**src/rtl/load_align_unit_pkg.sv**
```systemverilog
// Shared constants for the MIPS memory-stage load unit: load opcodes, FSM
// state encoding and the alignment/legality check.
package load_align_unit_pkg;

  localparam logic [2:0] OP_LB  = 3'b000;
  localparam logic [2:0] OP_LH  = 3'b001;
  localparam logic [2:0] OP_LW  = 3'b010;
  localparam logic [2:0] OP_LBU = 3'b100;
  localparam logic [2:0] OP_LHU = 3'b101;

  typedef enum logic [1:0] {
    S_IDLE = 2'd0,
    S_WAIT = 2'd1,
    S_RESP = 2'd2
  } state_t;

  // True when the load can never reach memory: unknown opcode or an address
  // that is not naturally aligned for its access size.
  function automatic logic load_fault(input logic [2:0] op, input logic [1:0] lsb);
    logic fault;
    case (op)
      OP_LB, OP_LBU: fault = 1'b0;
      OP_LH, OP_LHU: fault = lsb[0];
      OP_LW:         fault = (lsb != 2'b00);
      default:       fault = 1'b1;
    endcase
    return fault;
  endfunction

endpackage

```
**src/rtl/signext.sv**
```systemverilog
// Extends a narrow lane to 32 bits, replicating the lane MSB when f is set
// and zero-filling otherwise.
module signext #(
  parameter int width = 8
) (
  input  logic [width-1:0] a,
  input  logic             f,
  output logic [31:0]      y
);

  assign y = {{(32 - width){f & a[width-1]}}, a};

endmodule

```
**src/rtl/load_align_unit.sv**
```systemverilog
// Memory-stage load unit: issues one word-aligned read per load, picks the
// addressed lane, extends it and hands the result to writeback.
module load_align_unit
  import load_align_unit_pkg::*;
#(
  parameter int ADDR_W = 32,
  parameter int RD_W   = 5
) (
  input  logic              clk,
  input  logic              resetn,
  input  logic              req_valid,
  output logic              req_ready,
  input  logic [ADDR_W-1:0] req_addr,
  input  logic [2:0]        req_op,
  input  logic [RD_W-1:0]   req_rd,
  output logic              mem_req,
  output logic [ADDR_W-1:0] mem_addr,
  input  logic              mem_ack,
  input  logic [31:0]       mem_rdata,
  output logic              resp_valid,
  input  logic              resp_ready,
  output logic [31:0]       resp_data,
  output logic [RD_W-1:0]   resp_rd,
  output logic              resp_err
);

  state_t            state_q, state_d;
  logic [ADDR_W-1:0] addr_q;
  logic [2:0]        op_q;
  logic [RD_W-1:0]   rd_q;
  logic [31:0]       resp_data_q;
  logic              resp_err_q;
  logic              req_fault;

  logic [7:0]        byte_lane;
  logic [15:0]       half_lane;
  logic [31:0]       byte_ext;
  logic [31:0]       half_ext;
  logic [31:0]       load_result;

  assign req_fault = load_fault(req_op, req_addr[1:0]);

  always_comb begin
    case (addr_q[1:0])
      2'd0:    byte_lane = mem_rdata[7:0];
      2'd1:    byte_lane = mem_rdata[15:8];
      2'd2:    byte_lane = mem_rdata[23:16];
      default: byte_lane = mem_rdata[31:24];
    endcase
    half_lane = addr_q[1] ? mem_rdata[31:16] : mem_rdata[15:0];
  end

  signext #(.width(8)) u_sext_byte (
    .a (byte_lane),
    .f (~op_q[2]),
    .y (byte_ext)
  );

  signext #(.width(16)) u_sext_half (
    .a (half_lane),
    .f (~op_q[2]),
    .y (half_ext)
  );

  always_comb begin
    case (op_q)
      OP_LB, OP_LBU: load_result = byte_ext;
      OP_LH, OP_LHU: load_result = half_ext;
      default:       load_result = mem_rdata;
    endcase
  end

  always_comb begin
    state_d = state_q;
    case (state_q)
      S_IDLE: if (req_valid) state_d = req_fault ? S_RESP : S_WAIT;
      S_WAIT: if (mem_ack) state_d = S_RESP;
      S_RESP: if (resp_ready) state_d = S_IDLE;
      default: state_d = S_IDLE;
    endcase
  end

  always_ff @(posedge clk or negedge resetn) begin
    if (!resetn) begin
      state_q     <= S_IDLE;
      addr_q      <= '0;
      op_q        <= '0;
      rd_q        <= '0;
      resp_data_q <= '0;
      resp_err_q  <= 1'b0;
    end else begin
      state_q <= state_d;
      case (state_q)
        S_IDLE: begin
          if (req_valid) begin
            addr_q <= req_addr;
            op_q   <= req_op;
            rd_q   <= req_rd;
            if (req_fault) begin
              resp_data_q <= '0;
              resp_err_q  <= 1'b1;
            end
          end
        end
        S_WAIT: begin
          if (mem_ack) begin
            resp_data_q <= load_result;
            resp_err_q  <= 1'b0;
          end
        end
        S_RESP: begin
          if (resp_ready) resp_err_q <= 1'b0;
        end
        default: ;
      endcase
    end
  end

  // req_ready is gated by resetn so it stays low while reset is asserted.
  always_comb begin
    req_ready  = (state_q == S_IDLE) && resetn;
    mem_req    = (state_q == S_WAIT);
    mem_addr   = {addr_q[ADDR_W-1:2], 2'b00};
    resp_valid = (state_q == S_RESP);
    resp_data  = resp_data_q;
    resp_rd    = rd_q;
    resp_err   = resp_err_q;
  end

endmodule

```
**config.mk**
```make
export PLATFORM = sky130hd
export DESIGN_NAME = load_align_unit
export DESIGN_NICKNAME = d
export VERILOG_FILES = /design/src/rtl/load_align_unit_pkg.sv /design/src/rtl/signext.sv /design/src/rtl/load_align_unit.sv
export SDC_FILE = /design/constraint.sdc
export NUM_CORES = 1
export LEC_CHECK = 0
export CORE_MARGIN = 3
export CORE_UTILIZATION = 45
export DETAILED_ROUTE_END_ITERATION = 6
export GPL_TIMING_DRIVEN = 0
export PLACE_DENSITY = 0.8
export SYNTH_ARGS = -nofsm -noshare
export SYNTH_HDL_FRONTEND = slang
export SYNTH_SLANG_ARGS = --single-unit
```
**constraint.sdc**
```tcl
create_clock -name clk -period 5.1 [get_ports clk]
set_input_delay 1.02 -clock clk [delete_from_list [all_inputs] [get_ports clk]]
set_output_delay 1.02 -clock clk [all_outputs]
set_load 0.01 [all_outputs]
```
# Word level (Yosys, flattened, before mapping)
# Index checks and enable logic that the tools add are counted.
# op_classes
eq_ne,15
muxes,18
n_bitwise,3
reduce_logical,16
# ops
cell,n
32-bit one-hot mux with 2 select lines,2
32-bit two-way mux,3
8-bit one-hot mux with 3 select lines,1
16-bit two-way mux,1
3-bit == test (second input constant),4
2-bit two-way mux,4
2-bit OR reduction,4
3-bit by 1-bit == test with 1-bit output (second input constant),2
3-bit zero test,2
1-bit one-hot mux with 3 select lines,2
2-bit one-hot mux with 3 select lines,1
5-bit AND reduction,1
2-bit by 1-bit == test with 1-bit output (second input constant),2
2-bit == test (second input constant),2
2-bit zero test,2
1-bit two-way mux,4
2-bit by 1-bit != test with 1-bit output (second input constant),2
2-bit != test (second input constant),2
4-bit AND reduction,1
2-bit nonzero test,2
3-bit by 2-bit == test with 1-bit output (second input constant),1
3-bit AND reduction,1
3-bit nonzero test,1
1-bit AND,2
other kinds (3),3
# word_totals
ff_bits,75
inputBits,77
out_inout_bits,73
wordCells,58

# Logic depth before layout (Yosys ltp)
# Gate-level depths: netlist (run 1).
# logic_depth
ltp_word,6
ltp_mapped,8
mapped_depth_nobuf,6

# By module
# From an unflattened synthesis (run 1), not the netlist that was laid out.
# unflattened
cells_unflattened,476
area_unflattened_um2,4810.9
# by_module_without_submodules
module,n_inst,cells_each,area_per_inst_um2,seq_area_each_um2
load_align_unit,1,412,4332.9,1876.8
signext,2,32,239.0,0.0

# Worst setup path after synthesis (run 1)
# OpenSTA, ideal clock, no wires.
# synth_timing
path_type,input to register
from,input req_op[0]
to,"register resp_data_q[22], in the netlist resp_data[22]"
setup_ns,0.126
arrival_ns,2.127
t_required_ns,4.974
path_slack_ns,2.847
path_stages,6
path_buffers,2
cell_sequence,nor4_2 o31a_2 nor4bb_1 buf_4 buf_8 a221o_1
# synth_between
elab_chain_len,5
elab_cells_between_ends,10
cone_classes,eq/ne: 5; mux: 1; reduce/logical: 4
# synth_rtl
element,line_no,rtl
from (decl),load_align_unit.sv:14,"input logic [2:0] req_op,"
"3-bit by 1-bit == test with 1-bit output, or another cell as far along",load_align_unit_pkg.sv:21,case (op)
2-bit OR reduction,load_align_unit_pkg.sv:21,
1-bit one-hot mux with 3 select lines *,load_align_unit_pkg.sv:21,
2-bit != test (no line) *,-,
4-bit AND reduction (no line) *,-,
to (signal assigned),load_align_unit.sv:107,resp_data_q <= load_result;
to (decl),load_align_unit.sv:31,logic [31:0] resp_data_q;
# Mark *: on every way between the ends. The rest lies on a longest branch, timed or not.
# A chain may end at the register's enable or synchronous reset.

# Worst setup path in the final report (run 1)
# layout_timing
from,input resetn
to,output req_ready
# layout_between
elab_chain_len,1
# layout_rtl
element,line_no,rtl
from (decl),load_align_unit.sv:10,"input logic resetn,"
1-bit logical AND,load_align_unit.sv:121,req_ready = (state_q == S_IDLE) && resetn;
to (decl),load_align_unit.sv:12,"output logic req_ready,"
# No other way between the ends.

==> results of run 1 <==
==> cell usage in the layout (no fill, tap or decap), types with 2 or more instances in the layout <==
cell	n
sky130_fd_sc_hd__a21oi_1	10
sky130_fd_sc_hd__a221o_1	15
sky130_fd_sc_hd__a22o_1	8
sky130_fd_sc_hd__a32o_1	7
sky130_fd_sc_hd__buf_2	4
sky130_fd_sc_hd__buf_4	35
sky130_fd_sc_hd__buf_6	5
sky130_fd_sc_hd__bufinv_16	2
sky130_fd_sc_hd__clkbuf_1	8
sky130_fd_sc_hd__clkbuf_8	10
sky130_fd_sc_hd__clkdlybuf4s50_1	146
sky130_fd_sc_hd__clkinv_4	2
sky130_fd_sc_hd__conb_1	2
sky130_fd_sc_hd__dfrtp_1	75
sky130_fd_sc_hd__ha_1	3
sky130_fd_sc_hd__inv_1	8
sky130_fd_sc_hd__mux2_2	50
sky130_fd_sc_hd__mux2i_1	8
sky130_fd_sc_hd__nand2_1	9
sky130_fd_sc_hd__nand2b_1	12
sky130_fd_sc_hd__nor2_1	5
sky130_fd_sc_hd__nor2b_1	2
sky130_fd_sc_hd__nor3b_1	3
sky130_fd_sc_hd__o21ai_0	17
==> layout make-up <==
class / count / area, um^2
flip-flops and latches: 75 / 1880
clock buffers: 10 / 128
inverters: 8 / 30.0
fillers: 603 / 2290
repair buffers: 148 / 1500
well taps: 102 / 128
multi-input cells: 176 / 1500
plain buffers: 53 / 390
clock inverters: 6 / 90.1
==> metrics by stage <==
stage,hold WS [ns],cell area (um^2),power [mW],setup WS (ns)
floorplan,0.477,3790,2.06,2.85
global placement,0.482,5390,2.79,-0.827
detailed placement,0.481,5420,2.85,1.81
CTS,0.461,5630,3.36,1.81
global route,0.450,5630,3.55,1.74
finish,0.475,5630,3.33,1.85
==> cells by family after synthesis <==
logic type / Yosys count / synth area share, %
compound gates: 72 / 14.8
buf+inv: 61 / 11.1
flops: 75 / 49.5
mux: 58 / 17.0
fa+ha+maj: 3 / 0.991
other cells: 1 / 0.0990
simple gates: 41 / 6.54
==> routing by layer <==
| layer | part of all wire (%) | vias to the layer above |
|---|---|---|
| li1 | - | 1426 |
| met2 | 49 | 124 |
| met5 | 0 | - |
| met1 | 43 | 1465 |
| met4 | 1.3 | 0 |
| met3 | 6.2 | 12 |
==> state kept, by name, summed over array words and instances, names as in the netlist <==
name and cells:
addr_q 32, resp_data 32, resp_rd 5, op_q 3, state_q 2, resp_err 1
==> power by group through the flow <==
stage / Combinational (mW) / Clock [mW] / Sequential, mW
floorplan: 1.03 / 0 / 1.04
global placement: 1.79 / 0 / 1.00
CTS: 1.83 / 0.516 / 1.01
detailed placement: 1.83 / 0 / 1.02
finish: 1.82 / 0.502 / 1.01
global route: 1.96 / 0.545 / 1.04
==> worst max-delay path by stage <==
stage,depth (start not counted),start,endpoint
CTS,4,resetn,req_ready
global placement,3,resetn,req_ready
finish,4,resetn,req_ready
global route,4,resetn,req_ready
floorplan,6,req_op[0],resp_data[22]
detailed placement,4,resetn,req_ready
==> synth_stat cells (all sizes together) <==
cell      n  area, um^2
a211oi    1        7.51
o221ai    1        8.76
a2111oi   1        15.0
nand2b   13        88.8
or2       1        6.26
nor4bb    1        10.0
clkbuf    8        40.0
o21ai    17        85.1
a221oi    1        8.76
nor2b     2        12.5
o211a     1        10.0
o31a      1        10.0
nor4      2        18.8
o211ai    1        7.51
a31oi     1        6.26
a2bb2oi   1        8.76
a22oi     1        7.51
nor3b     3        22.5
ha        3        37.5
nor2      5        18.8
nand3b    1        7.51
buf      45         350
mux2i     8        80.1
mux2     50         563
o22ai     1        6.26
o31ai     1        7.51
a32o      7        70.1
and2b     1        7.51
and2      1        6.26
nor3      2        15.0
a221o    16         161
o32a      1        10.0
a21oi    10        50.1
inv       8        30.0
o311ai    1        8.76
conb      1        3.75
nand2     9        33.8
a22o      8        70.1
dfrtp    75        1880
==> reports/results.md, run 1 <==
* antenna violations before repair: 0
* clk buf depth: 2
* unrepaired setup endpoints after global routing: no
* TritonCTS clock tree: done
* number of clock sinks seen by CTS: 75
* Required @ worst endpoint: 4.08 ns
* global-route track usage on met3: 4.36%
* count of max-cap constraint violations: 0
* number of DRC markers after the initial detailed-route iteration: 128
* crit path cell chain: buf_4, buf_16, and2_1, clkdlybuf4s50_1
* standard-cell row count: 32
* data arrival time of the critical path: 2.23 ns
* post-CTS setup buffer count: 0
* post-route antenna net violation count: 0
* Clk Tree Root Cell: sky130_fd_sc_hd__clkbuf_8
* worst path buffer plus inverter count: 3
* switching power: 1.12 mW
* GRT Residual Overflow: 0
* delay-heaviest family, CP: buffers and inverters
* clock latency on the worst-skew pair: 0.34 ns
* Final #Nets: 551
* Synth cell types: 48
* minimum clock period after layout: 3.25 ns
* met1 Usage GRT: 29.7%
* Core ar.: 7930 um^2
* Finish-stage setup viols: 0
* routed wire length per instance: 17.4 um
* Worst Hold Class: input port to asynchronous set/reset pin
* transition time at the pin with the least slew margin: 0.696 ns
* type of the setup path with the least slack: input port to output port
* number of levels in the clock H-tree: 3
* first-pass GRT wire length: 16700 um
* post-route clock period utilization: 63.8%
* met2 Resource Use GR: 35.4%
* number of port buffers: 147
* Die Width: 97.8 um
* post-cts repair resize count: 0
* flop and latch count out of synthesis: 75
* startpoint of the worst-slack reg-to-reg timing path: op_q[1]
* Seq/Total Area, Yosys: 49.5%
* combinational cell fraction of total power: 54.6%
* count of final hold-check violations: 0
* maximum achievable frequency: 308 MHz
* clock network fraction of total power: 15.1%
* DRC: 0
* final cell count without fillers: 578
* crit-path max cell delay: 0.54 ns
* share of post-route cells with drive strength above 1: 24.8%
* hold_buf cts: 0
* switching power as a share of total power: 33.7%
* worst-case register-to-register setup slack: 3.05 ns
* maximum fanout count along the critical path: 72
* Clock Skews: 0.00998 ns
* via count of the first global-routing pass: 3125
* Worst path slowest cell: sky130_fd_sc_hd__clkdlybuf4s50_1
* Die ar.: 9560 um^2
* Final Routed Wirelength: 10100 um
* Top Ports: 150
* startpoint kind of the worst setup timing path: input port
* share of the core filled with cells in the final layout: 71.1%
* internal power summed over all cells: 2.21 mW
* Leak Pwr: 2.44 nW
* R2R Path End: resp_data[5]
* fraction of power consumed by sequential logic: 30.3%
* final antenna diode count: 0
* count of final max-slew check failures: 0
* Most Used Layer, Global Route: met2
* maximum number of pins on one net before global-route repair: 73
* dpl cells: 562
* post-synth design cell area: 3790 um^2
* clock buffers created by TritonCTS: 9
* count of cells along the worst register-to-register path: 5
* result of the run: finished, final reports clean
* routed vias: 3027
* height of the die: 97.8 um
* Avg Inst Size Synth: 12.2 um^2
* all-layer global routing usage: 21.8%
* number of warnings issued by yosys: 0
* first-pass iteration count of the detailed router: 4
* per-cell via count in the routed design: 5.24
* relative area change from synthesis to final layout: 48.7%
* worst relative slew slack: 53.5%
* Worst VDD drop: 0.250 mV
* HPWL after DPL: 7710 um
* clock slew seen by the registers of the worst setup and hold paths: 0.08 ns
* effective utilization at floorplan: 47.8%
* Synth Instances: 311
* weighted congestion at the end of routability-driven global placement: 0.844
* total power density per cell area: 591 nW/um^2
* CP endpoint kind: output port
* setup TNS after final layout: 0 ns
Note: power is estimated with default switching activity, not from simulation.
==> run 2, diff against run 1 <==
Settings changed: CORE_UTILIZATION 45 to 40, PLACE_DENSITY 0.8 to 0.75.
Clock period 5.1 ns to 2.94 ns, I/O delays scaled along.
==> run 2 against run 1 <==
Via count fell by 0.13%. Largest cell class unchanged. Sequential share of layout area down 0.21 points. Non-clock buffer count unchanged. Core utilization is 7.9 points lower. Clock-buffer cell count down 1. Largest power group unchanged. First-iteration DRC count fell by 16%. Final area grew 0.64%. Hold slack got worse by 0.31 ns.
==> reports/results.md, run 2 (synthesized netlist as in run 1, its figures left out) <==
* clock buffers created by TritonCTS: 9
* Top Ports: 150
* post-route clock period utilization: 87.2%
* Die ar.: 10700 um^2
* Finish-stage setup viols: 0
* startpoint kind of the worst setup timing path: input port
* standard-cell row count: 34
* maximum fanout count along the critical path: 46
* Final Routed Wirelength: 9900 um
* maximum achievable frequency: 390 MHz
* combinational cell fraction of total power: 54.4%
* GRT Residual Overflow: 0
* final setup slack of the worst path: 0.375 ns
* Clk Tree Root Cell: sky130_fd_sc_hd__clkbuf_8
* maximum number of pins on one net before global-route repair: 47
* worst relative slew slack: 57.2%
* dpl cells: 586
* first-pass iteration count of the detailed router: 4
* switching power: 1.95 mW
* switching power as a share of total power: 33.7%
* R2R Path End: resp_data[25]
* post-cts repair resize count: 0
* Die Width: 103 um
* effective utilization at floorplan: 42.2%
* Clock Skews: 0.0137 ns
* share of post-route cells with drive strength above 1: 25.0%
* area taken by multi-input logic gates: 1500 um^2
* number of DRC markers after the initial detailed-route iteration: 108
* height of the die: 103 um
* clock network fraction of total power: 15.6%
* Core ar.: 8980 um^2
* crit path cell chain: buf_4, buf_16, and2_1, clkdlybuf4s50_1
* Layout fillers: 725
* count of final hold-check violations: 0
* final antenna diode count: 0
* data arrival time of the critical path: 1.98 ns
* most common cell after layout, fill and taps aside: sky130_fd_sc_hd__clkdlybuf4s50_1
* first-pass GRT wire length: 15400 um
* number of clock sinks seen by CTS: 75
* Final #Nets: 551
* Leak Pwr: 2.44 nW
* count of cells along the worst register-to-register path: 8
* routed vias: 3023
* routed wire length per instance: 16.5 um
* antenna violations before repair: 0
* count of final max-slew check failures: 0
* Worst path slowest cell: sky130_fd_sc_hd__clkdlybuf4s50_1
* post-route antenna net violation count: 0
* share of the core filled with cells in the final layout: 63.2%
* weighted congestion at the end of routability-driven global placement: 0.815
* overall power: 5.78 mW
* Worst Hold Class: input port to asynchronous set/reset pin
* type of the setup path with the least slack: input port to output port
* count of max-cap constraint violations: 0
* via count of the first global-routing pass: 3086
* worst-case register-to-register setup slack: 0.95 ns
* post-CTS setup buffer count: 0
* clk buf depth: 2
* HPWL after DPL: 7560 um
* clock latency on the worst-skew pair: 0.35 ns
* hold_buf cts: 0
* minimum clock period after layout: 2.57 ns
* Setup Slack @ Placement: 0.323 ns
* DRC: 0
* fraction of power consumed by sequential logic: 30.1%
* number of port buffers: 147
* result of the run: finished, final reports clean
* final cell count without fillers: 602
* all-layer global routing usage: 18.7%
* startpoint of the worst-slack reg-to-reg timing path: state_q[0]
* CP endpoint kind: output port
* number of levels in the clock H-tree: 3
* TritonCTS clock tree: done
* total power density per cell area: 1020 nW/um^2
* relative area change from synthesis to final layout: 49.7%
* Worst VDD drop: 0.477 mV
* per-cell via count in the routed design: 5.02
* internal power summed over all cells: 3.83 mW
* crit-path max cell delay: 0.55 ns
* clock slew seen by the registers of the worst setup and hold paths: 0.09 ns
* highest-count cells in the layout ignoring fill and taps: sky130_fd_sc_hd__clkdlybuf4s50_1, sky130_fd_sc_hd__dfrtp_1, sky130_fd_sc_hd__mux2_2, sky130_fd_sc_hd__buf_4, sky130_fd_sc_hd__o21ai_0
* unrepaired setup endpoints after global routing: no
* Required @ worst endpoint: 2.35 ns
* area used by sequential logic in the layout: 1880 um^2
* transition time at the pin with the least slew margin: 0.641 ns
run 2: layer usage:
| metal | up-vias | GRT usage (%) | wire length [um] |
|---|---|---|---|
| met2 | 109 | 30.5 | 4800 |
| li1 | 1422 | - | - |
| met1 | 1483 | 25.2 | 4370 |
| met3 | 9 | 4.02 | 647 |
| met4 | 0 | 5.08 | 91 |
| met5 | - | 0 | 0 |
run 2: power by group through the flow:
stage	combinational (mW)	sequential (mW)	clock, mW
floorplan	1.78	1.80	0
global placement	3.11	1.74	0
detailed placement	3.17	1.76	0
CTS	3.17	1.74	0.927
global route	3.40	1.79	0.965
finish	3.14	1.74	0.899
run 2: worst max path at each step:
stage,start,to,slack (ns),cells after the start
after floorplan,req_op[0],resp_data[22],1.12,6
after global placement,resetn,req_ready,-2.17,3
after detailed placement,resetn,req_ready,0.32,4
after CTS,resetn,req_ready,0.33,4
after global routing,resetn,req_ready,0.24,4
final,resetn,req_ready,0.37,4
run 2: area by class of cell:
type | count | area share [%]
Buffer | 53 | 6.88
Multi-Input combinational cell | 176 | 26.4
Inverter | 8 | 0.530
Timing Repair Buffer | 148 | 26.4
Clock inverter | 7 | 1.77
Sequential cell | 75 | 33.1
Tap cell | 126 | 2.78
Clock buffer | 9 | 2.18
run 2: worst max-delay path, delay by kind of cell:
family	cells	cell delay, ns
simple gates	1	0.16
buf+inv	3	1.20
run 2: metrics by stage:
step	cell area, um^2	TNS (ns)	hold WS [ns]
after floorplan	3790	0	0.292
after global placement	5420	-109.17	0.485
after detailed placement	5450	0	0.481
after CTS	5670	0	0.167
after global routing	5670	0	0.184
final	5670	0	0.163
==> run 3, diff against run 2 <==
Settings changed: CELL_PAD_IN_SITES_DETAIL_PLACEMENT set to 0, CELL_PAD_IN_SITES_GLOBAL_PLACEMENT set to 1, CORE_UTILIZATION 40 to 32, PLACE_DENSITY 0.75 to 0.74, SYNTH_HIERARCHICAL set to 1.
==> run 3 against run 2 <==
Fmax down 4.3%. Wire length up 23%. Critical path type is now flop to flop. Global-route usage down 3.7 points. Hold slack worse by 0.035 ns. Register-to-register slack worse by 0.69 ns. Clock skew down 0.0072 ns. Critical endpoint is now resp_data[11]. Worst setup slack worse by 0.12 ns. Combinational power up 47%. Highest routed layer unchanged.
==> reports/results.md, run 3 <==
* result of the run: finished, final reports clean
* number of levels in the clock H-tree: 3
* most common cell in the synthesized netlist: sky130_fd_sc_hd__buf_4
* relative area change from synthesis to final layout: 42.7%
* weighted congestion at the end of routability-driven global placement: 0.742
* Final Routed Wirelength: 12200 um
* CP endpoint kind: flop
* count of max-cap constraint violations: 0
* HPWL after DPL: 9450 um
* count of final hold-check violations: 0
* Synth Instances: 476
* most used flip-flop cell after synthesis: sky130_fd_sc_hd__dfrtp_1
* number of clock sinks seen by CTS: 75
* height of the die: 129 um
* effective utilization at floorplan: 32.9%
* Most Used Layer, Global Route: met2
* Required @ worst endpoint: 3.16 ns
* met2 Resource Use GR: 24.3%
* unrepaired setup endpoints after global routing: no
* Die ar.: 16500 um^2
* most common cell after layout, fill and taps aside: sky130_fd_sc_hd__clkdlybuf4s50_1
* clock slew seen by the registers of the worst setup and hold paths: 0.06 ns
* transition time at the pin with the least slew margin: 0.628 ns
* met1 Usage GRT: 19.9%
* area leader, netlist: sky130_fd_sc_hd__dfrtp_1
* Final #Nets: 716
* global-route track usage on met3: 4.03%
* setup TNS after final layout: 0 ns
* Worst Hold Class: input port to asynchronous set/reset pin
* count of flip-flops with a built-in enable after synthesis: 0
* Seq/Total Area, Yosys: 39.0%
* Finish-stage setup viols: 0
* total power density per cell area: 1100 nW/um^2
* Synth cell types: 22
* data arrival time of the critical path: 2.90 ns
* maximum number of pins on one net before global-route repair: 59
* Clock Skews: 0.00647 ns
* post-route antenna net violation count: 0
* asr flop ratio synth: 100%
* share of the synthesized area in the top cell type: 39.0%
* standard-cell row count: 44
* maximum achievable frequency: 373 MHz
* count of final max-slew check failures: 0
* minimum clock period after layout: 2.68 ns
* Die Width: 129 um
* number of port buffers: 147
* post-route clock period utilization: 91.2%
* maximum fanout count along the critical path: 24
* area used by sequential logic in the layout: 1880 um^2
* Design Area, Final: 6860 um^2
* clock buffers created by TritonCTS: 9
* Leak Pwr: 3.14 nW
* GRT Residual Overflow: 0
* DRC: 0
* share of post-route cells with drive strength above 1: 30.1%
* post-CTS setup buffer count: 0
* via count of the first global-routing pass: 3742
* highest-count cells in the layout ignoring fill and taps: sky130_fd_sc_hd__clkdlybuf4s50_1, sky130_fd_sc_hd__buf_4, sky130_fd_sc_hd__dfrtp_1, sky130_fd_sc_hd__mux2i_1, sky130_fd_sc_hd__nand2_1
* post-synth design cell area: 4810 um^2
* Core ar.: 14600 um^2
* antenna violations before repair: 0
* routed vias: 3593
* worst relative slew slack: 58.2%
* clk buf depth: 2
* Clk Tree Root Cell: sky130_fd_sc_hd__clkbuf_16
* Top Ports: 150
* first-pass iteration count of the detailed router: 4
* per-cell via count in the routed design: 4.36
* leading cell types by total area after synthesis: sky130_fd_sc_hd__dfrtp_1, sky130_fd_sc_hd__buf_4, sky130_fd_sc_hd__mux2_2
* Commonest cells post-synth: sky130_fd_sc_hd__buf_4, sky130_fd_sc_hd__dfrtp_1, sky130_fd_sc_hd__mux2i_1, sky130_fd_sc_hd__nand2_1, sky130_fd_sc_hd__mux2_2
* final antenna diode count: 0
* number of DRC markers after the initial detailed-route iteration: 119
* clock latency on the worst-skew pair: 0.34 ns
* all-layer global routing usage: 14.9%
* Post-DP Area: 6540 um^2
* hold_buf cts: 0
* number of warnings issued by yosys: 6
* Worst VDD drop: 0.429 mV
* type of the setup path with the least slack: flop to flop
* first-pass GRT wire length: 19300 um
* TritonCTS clock tree: done
* routed wire length per instance: 14.8 um
* flop and latch count out of synthesis: 75
* startpoint kind of the worst setup timing path: flop
* Avg Inst Size Synth: 10.1 um^2
* Layout fillers: 1380
* post-cts repair resize count: 0
* area taken by multi-input logic gates: 1950 um^2
-- run 3: changes by cell type in the layout (fill, tap and decap cells not counted), moves of 8 or more --
| cell | previous run | this run |
|---|---|---|
| sky130_fd_sc_hd__buf_4 | 35 | 98 |
| sky130_fd_sc_hd__mux2i_1 | 8 | 65 |
| sky130_fd_sc_hd__nand2_1 | 9 | 65 |
| sky130_fd_sc_hd__inv_1 | 8 | 35 |
| sky130_fd_sc_hd__o21ai_0 | 17 | 34 |
| sky130_fd_sc_hd__a221o_1 | 15 | 0 |
| sky130_fd_sc_hd__mux2_2 | 50 | 64 |
| sky130_fd_sc_hd__a21oi_1 | 10 | 1 |
| sky130_fd_sc_hd__clkbuf_16 | 0 | 9 |
| sky130_fd_sc_hd__clkbuf_8 | 10 | 1 |
| sky130_fd_sc_hd__nand2b_1 | 12 | 3 |
| sky130_fd_sc_hd__a22o_1 | 8 | 0 |
-- run 3: cells by family (layout without fill, tap and decap cells) --
group / Yosys count / in the layout / synth area share [%]
buf+inv: 155 / 319 / 20.6
fa+ha+maj: 3 / 3 / 0.780
simple gates: 74 / 74 / 6.40
flops: 75 / 75 / 39.0
compound gates: 39 / 39 / 4.63
other cells: 1 / 2 / 0.0779
mux: 129 / 129 / 28.5
-- run 3: worst max-delay path, cell delays in order, from the launching register on --
cell and delay (ns):
sky130_fd_sc_hd__dfrtp_1 0.32, sky130_fd_sc_hd__buf_2 0.22, sky130_fd_sc_hd__buf_2 0.33, sky130_fd_sc_hd__mux2_2 0.38
sky130_fd_sc_hd__mux2_2 0.27, sky130_fd_sc_hd__and2_2 0.34, sky130_fd_sc_hd__buf_4 0.21, sky130_fd_sc_hd__mux2i_1 0.11
sky130_fd_sc_hd__o21ai_0 0.17, sky130_fd_sc_hd__nand2_1 0.13, sky130_fd_sc_hd__mux2i_1 0.07
-- run 3: metal layers --
layer / up-vias / wire length (um)
met5: - / 0
met4: 0 / 151
met3: 13 / 763
met2: 121 / 5640
met1: 1664 / 5640
li1: 1795 / -
-- run 3: final cells by class --
type	count	share of cell area (%)
multi-input cells	247	28.4
flip-flops and latches	75	27.3
repair buffers	148	21.8
plain buffers	120	12.5
clock buffers	12	3.59
well taps	184	3.35
inverters	35	1.91
clock inverters	4	1.08
-- run 3: final timing paths --
kind	end	slack, ns	startpoint	cells past startpoint
max in group asynchronous	resp_data[25]	2.23	resetn	2
setup / recovery	resp_data[11]	0.26	addr_q[1]	10
min in group clk	addr_q[21]	0.50	addr_q[21]	1
hold reg to reg	addr_q[21]	0.50	addr_q[21]	1
hold / removal	addr_q[7]	0.13	resetn	1
setup reg to reg	resp_data[11]	0.26	addr_q[1]	10
-- run 3: through the flow --
step / power (mW) / cells / setup WS [ns] / hold WS [ns] / util (%)
6_report: 7.53 / 825 / 0.260 / 0.128 / 46.9
5_1_grt: 8.08 / 825 / 0.129 / 0.137 / 46.9
4_1_cts: 7.66 / 825 / 0.0335 / 0.122 / 46.9
3_5_place_dp: 6.43 / 809 / -0.187 / 0.490 / 44.7
3_3_place_gp: 6.34 / 808 / -2.12 / 0.488 / 44.5
2_1_floorplan: 4.81 / 477 / 0.673 / 0.292 / -
-- run 3: power breakdown --
group	internal (mW)	switching, mW
Clock	0.767	0.426
Combinational	2.69	1.92
Sequential	1.51	0.218
Total	4.97	2.56
